==> config.mk <==
export PLATFORM = sky130hd
export DESIGN_NAME = herm_extract
export DESIGN_NICKNAME = d
export VERILOG_FILES = /design/src/rtl/herm_extract.sv
export SDC_FILE = /design/constraint.sdc
export NUM_CORES = 2
export LEC_CHECK = 0
export CAP_MARGIN = 10
export CORE_AREA = 2 2 508 510
export DETAILED_ROUTE_END_ITERATION = 12
export DIE_AREA = 0 0 510 512
export PLACE_DENSITY = 0.67
export SYNTH_ARGS = -nofsm -noshare
export SYNTH_HDL_FRONTEND = slang
export SYNTH_SLANG_ARGS = --single-unit
export TNS_END_PERCENT = 5
==> constraint.sdc <==
create_clock -name clk -period 3.6 [get_ports clk]
set_input_delay 0.36 -clock clk [delete_from_list [all_inputs] [get_ports clk]]
set_output_delay 0.36 -clock clk [all_outputs]
set_load 0.02 [all_outputs]
==> src/rtl/herm_extract.sv <==
// herm_extract: Rx Hermitian extractor; keeps bins 1..ACTIVE_SUBCARR of every FFT symbol, buffers one burst, then streams it out
// Ports: clk; rst (sync, active high); din/din_valid/din_ready FFT bin stream in ([15:8] imag, [7:0] real, signed);
//        dout/dout_valid/dout_ready extracted points out; burst_done high after the last point until rx_done;
//        rx_done soft clear back to FILL (buffer contents kept).
// Optional: define HERM_MIRROR_CHECK_EN to add sticky herm_err, flagging a mirror bin that is not the conjugate
//        of its stored data bin, or a nonzero DC bin.
module herm_extract #(
    parameter int ACTIVE_SUBCARR = 28,
    parameter int SYMBOL_NUM     = 8,
    parameter int FFT_POINT      = 64
) (
    input  logic        clk,
    input  logic        rst,
    input  logic [15:0] din,
    input  logic        din_valid,
    output logic        din_ready,
    output logic [15:0] dout,
    output logic        dout_valid,
    input  logic        dout_ready,
    output logic        burst_done,
`ifdef HERM_MIRROR_CHECK_EN
    output logic        herm_err,
`endif
    input  logic        rx_done
);
    localparam int DEPTH = ACTIVE_SUBCARR * SYMBOL_NUM;
    localparam int BW = FFT_POINT > 1 ? $clog2(FFT_POINT) : 1;
    localparam int SW = SYMBOL_NUM > 1 ? $clog2(SYMBOL_NUM) : 1;
    localparam int PW = $clog2(DEPTH + 1);

    typedef enum logic [1:0] {FILL, DRAIN, DONE} state_t;

    state_t        state, state_nxt;
    logic [15:0]   buff [DEPTH];
    logic [BW-1:0] bin_cnt;
    logic [SW-1:0] sym_cnt;
    logic [PW-1:0] wr_ptr, rd_ptr;
    logic          clr, accept, last_bin, last_sym, active, start, xfer, last_xfer;

    always_comb begin
        clr       = rst || rx_done;
        accept    = state == FILL && din_valid;
        last_bin  = bin_cnt == BW'(FFT_POINT - 1);
        last_sym  = sym_cnt == SW'(SYMBOL_NUM - 1);
        active    = bin_cnt != '0 && bin_cnt <= BW'(ACTIVE_SUBCARR);
        // first DRAIN cycle primes dout with entry 0 before any handshake
        start     = state == DRAIN && !dout_valid && rd_ptr == '0;
        xfer      = state == DRAIN && dout_valid && dout_ready;
        // rd_ptr runs one ahead of the entry held in dout
        last_xfer = xfer && rd_ptr == PW'(DEPTH);
        state_nxt = (accept && last_bin && last_sym) ? DRAIN : last_xfer ? DONE : state;
    end

    assign din_ready = state == FILL;

    always_ff @(posedge clk) begin
        if (clr) state <= FILL;
        else     state <= state_nxt;
    end

    always_ff @(posedge clk) begin
        if (accept && active) buff[wr_ptr] <= din;
    end

    always_ff @(posedge clk) begin
        if (clr) begin
            bin_cnt    <= '0;
            sym_cnt    <= '0;
            wr_ptr     <= '0;
            rd_ptr     <= '0;
            dout       <= '0;
            dout_valid <= 1'b0;
            burst_done <= 1'b0;
        end else begin
            if (accept) begin
                bin_cnt <= last_bin ? '0 : bin_cnt + BW'(1);
                if (last_bin) sym_cnt <= last_sym ? '0 : sym_cnt + SW'(1);
                if (active) wr_ptr <= wr_ptr + PW'(1);
            end
            if (start) begin
                dout       <= buff[0];
                rd_ptr     <= PW'(1);
                dout_valid <= 1'b1;
            end else if (last_xfer) begin
                dout_valid <= 1'b0;
                burst_done <= 1'b1;
            end else if (xfer) begin
                dout   <= buff[rd_ptr];
                rd_ptr <= rd_ptr + PW'(1);
            end
        end
    end

`ifdef HERM_MIRROR_CHECK_EN
    logic [PW-1:0] m_idx;
    logic [15:0]   m_ref;
    logic          m_bad;

    // mirror bin b pairs with data bin k = FFT_POINT-b of the symbol being filled
    always_comb begin
        m_idx = PW'(int'(sym_cnt) * ACTIVE_SUBCARR + FFT_POINT - int'(bin_cnt) - 1);
        m_ref = buff[m_idx];
        m_bad = bin_cnt >= BW'(FFT_POINT - ACTIVE_SUBCARR)
              ? (din[7:0] != m_ref[7:0] || din[15:8] != 8'(~m_ref[15:8] + 8'd1))
              : (bin_cnt == '0 && din != '0);
    end

    always_ff @(posedge clk) begin
        if (clr) herm_err <= 1'b0;
        else     herm_err <= herm_err || (accept && m_bad);
    end
`endif
endmodule
==> metrics <==
CP startpoint kind=register; headroom to the max-slew limit=about a quarter; Overall Global Routing Usage=between 30% and 40%; Post-Syn Instances=6443; vias in the first global route=just over 70000; R2R setup slack=-60 ps; reg2reg start=rd_ptr[0]$_SDFFE_PP0P_; CP Buf/Inv Count=2; GR Overflow Total=0; largest net degree at the start of global routing=about 120; Peak Freq=approximately 270 MHz; Clk Latency, worst-skew pair=between 900 and 1000 ps; synth warn=0; Initial Utilization=between 50% and 60%; sequential group share of total power=between 50% and 60%; core area=0.256 mm²; critical path depth=8; total of max-cap violations=0; CP max-delay cell=mux4_2; final worst setup slack=-58.6 ps; Slew @ Worst Pin=1130 ps; crit path cell chain=buf_12, buf_12, mux4_2, mux4_2, o21ai_0, nand2_1, a41oi_1, o32ai_1; Final Instance Area=roughly 0.16 mm²; Hold Violations, Final=0; placed cells=about 10000; GPL Wtd Cong=0.913; I/O pins=40; Crit path arrival time=roughly 4500 ps; Logic pwr share=1.1%; Net Sw Power=16.4 mW; flops & latches, synth=~3600; failing checks=negative setup slack; DRC viols=0; Pint=around 70 mW; pre-CTS WS=-1000 ps; R2R depth=8; Total Nets Final=approximately 7200; final setup TNS=-112 ps; area post-placement=0.152 mm²; RSZ-0062 raised after global routing=yes; GRT met2 Usage=47.0%; syn_nets=roughly 6500; Clock Skews=51.9 ps; Worst Setup SP=rd_ptr[0]$_SDFFE_PP0P_; Critical Path RT=4410 ps; Die ar.=approximately 0.26 mm²; ys async rst share=0%; switch share=just under 20%; I/O Buffers=39; Final Setup Violations=2; crit path to=dout[8]$_SDFFE_PP0P_; Syn Area/Cell=21.7 µm²; top_reg_cell synth=edfxtp_1; status=finished with violations; Seq/Total Area, Yosys=between 70% and 80%; Pleak=50.8 nW; pwr/cell area=519 mW/mm²; dpl hpwl=around 250000 µm; synth unique cells=77; Worst setup EP type=register; clk root buf=clkbuf_16; Synth Cell Area=about 0.14 mm²; routed wire length=approximately 400000 µm; Clock Power Share=44.2%; ANT nets after route=0; Area growth, synth to finish=16.8%; initial DRC count=11117; row count=186; peak supply drop=approximately 0.52 mV; die height=roughly 510 µm; first-pass GRT wire length=around 560000 µm; Vias per Instance=about 6.7; CTS tree=yes; reg2reg end=dout[8]$_SDFFE_PP0P_; crit-path leading delay family=compound AO/OA/AOI/OAI gates; antenna violations before repair=16; met1 GRT Util=43.3%; gr busiest metal=met2; met3 Usage GRT=under 10%; chip width=between 500 and 600 µm; min-delay worst type=in -> reg; H-tree lvl count=5; layout cells sized above 1=a little under 30%; DRT Pass-1 Iters=8; clock buffer depth=4; Reg clk slew, reported paths=60 ps; via count=~73000; Final min period=around 3700 ps; crit-path max FO=29; clock sink count=roughly 3600; slowest stage delay, CP=around 550 ps; WL/cell=about 37 µm; Num CTS Buffers=~370; Slew Viols, Final=0; number of flops mapped to enable cells by yosys=between 3000 and 4000; Hold WS=7.53 ps; period utilisation layout=102%; Final Instance Count excl. Fillers=roughly 11000; critical path class=reg -> reg
-- sequential cells by signal (all words and copies together) (netlist names) --
signal,count
burst_done,1
state,2
buff,3584
dout,16
rd_ptr,8
sym_cnt,3
bin_cnt,6
dout_valid,1
wr_ptr,8
-- synthesized netlist by cell type, types with 8 or more instances --
cell type,n,area (µm²)
nand3_1,57,285
clkbuf_1,130,488
nor2b_1,20,125
a221oi_1,64,561
buf_1,26,97.6
mux2i_1,251,2510
nor3_1,25,125
a31oi_1,21,131
a21oi_1,122,611
nor2_1,311,1170
a21o_1,8,60.1
o221ai_1,17,149
nand2_1,206,773
ha_1,10,125
buf_4,38,285
a22o_1,18,158
a22oi_1,86,646
dfxtp_1,45,901
edfxtp_1,3584,108000
a211oi_1,30,225
buf_2,108,541
and3_1,9,56.3
inv_1,13,48.8
a2111oi_0,12,105
buf_6,61,687
xnor2_1,9,78.8
o22ai_1,50,313
mux4_2,856,19300
o2111ai_1,8,70.1
o21ai_0,89,445
-- power groups by stage --
stage	combinational, mW	sequential (mW)	clock [mW]
finish	0.948	46.4	37.5
global route	0.987	46.4	39.4
CTS	0.936	46.4	37.8
detailed placement	0.938	47.3	0
global placement	0.880	47.3	0
floorplan	0.0348	47.3	0
-- metrics by stage --
step / utilization, % / power, mW
final: 64.0 / 84.8
after global routing: 63.9 / 86.8
after CTS: 63.9 / 85.1
after detailed placement: 59.3 / 48.2
after global placement: 59.3 / 48.2
after floorplan: - / 47.3
-- area by class of cell --
type | instances | area, µm²
Clock inverter | 189 | 1860
Clock buffer | 466 | 9890
Sequential cell | 3629 | 109000
Fill cell | 16627 | 92200
Multi-Input combinational cell | 2424 | 29400
Antenna cell | 15 | 37.5
Inverter | 16 | 73.8
Tap cell | 3384 | 4230
Timing Repair Buffer | 773 | 9480
-- worst min path at each step --
stage                       startpoint                       to  slack, ps  depth (start not counted)
6_report                       din[10]   buff[43][10]$_DFFE_PP_          8                          1
5_1_grt                        din[10]   buff[43][10]$_DFFE_PP_         20                          1
4_1_cts                        din[11]  buff[137][11]$_DFFE_PP_         30                          1
3_5_place_dp   sym_cnt[2]$_SDFFE_PP0N_  sym_cnt[2]$_SDFFE_PP0N_        460                          2
3_3_place_gp   sym_cnt[2]$_SDFFE_PP0N_  sym_cnt[2]$_SDFFE_PP0N_        450                          2
2_1_floorplan  sym_cnt[2]$_SDFFE_PP0N_  sym_cnt[2]$_SDFFE_PP0N_        440                          2
-- layout by cell type (no fill, tap or decap), types with 23 or more instances in the layout --
cell | netlist | layout
edfxtp_1 | 3584 | 3584
mux4_2 | 856 | 856
buf_4 | 38 | 449
clkbuf_16 | 0 | 381
nor2_1 | 311 | 280
buf_12 | 4 | 278
mux2i_1 | 251 | 248
nand2_1 | 206 | 203
a21oi_1 | 122 | 121
o21ai_0 | 89 | 88
a22oi_1 | 86 | 85
clkbuf_1 | 130 | 81
a221oi_1 | 64 | 64
clkinv_1 | 1 | 64
clkinv_2 | 0 | 62
nand3_1 | 57 | 54
o22ai_1 | 50 | 50
dfxtp_1 | 45 | 37
bufinv_16 | 0 | 35
nor2_2 | 0 | 29
a211oi_1 | 30 | 29
nor3_1 | 25 | 24
clkdlybuf4s50_1 | 0 | 23
-- repair_timing --
item,4_1_cts,5_1_grt
setup buffers,0,0
hold endpoints to repair,128,0
endpoints found under the setup margin,5,7
resized for setup,11,11
pin swaps,0,1
hold buffers,3,0
-- metal layers --
metal / vias to the layer above / part of all wire (%)
li1: 28757 / -
met5: - / 0.026
met1: 38793 / 37
met3: 846 / 11
met2: 4808 / 47
met4: 18 / 4.9
-- cells by family (layout without fill, tap and decap cells) --
group,Yosys count,in the layout,share of synthesized area [%]
AOI/OAI and AO/OA,598,598,2.93
xor gates and xnor gates,16,16,0.100
adders and majority gates,10,10,0.0893
buffers and inverters,390,1444,1.67
DFF,3629,3629,77.5
muxes,1112,1112,15.6
other,0,15,0
and+or+nand+nor,688,688,2.13
Power figures use the tool's default switching activity.
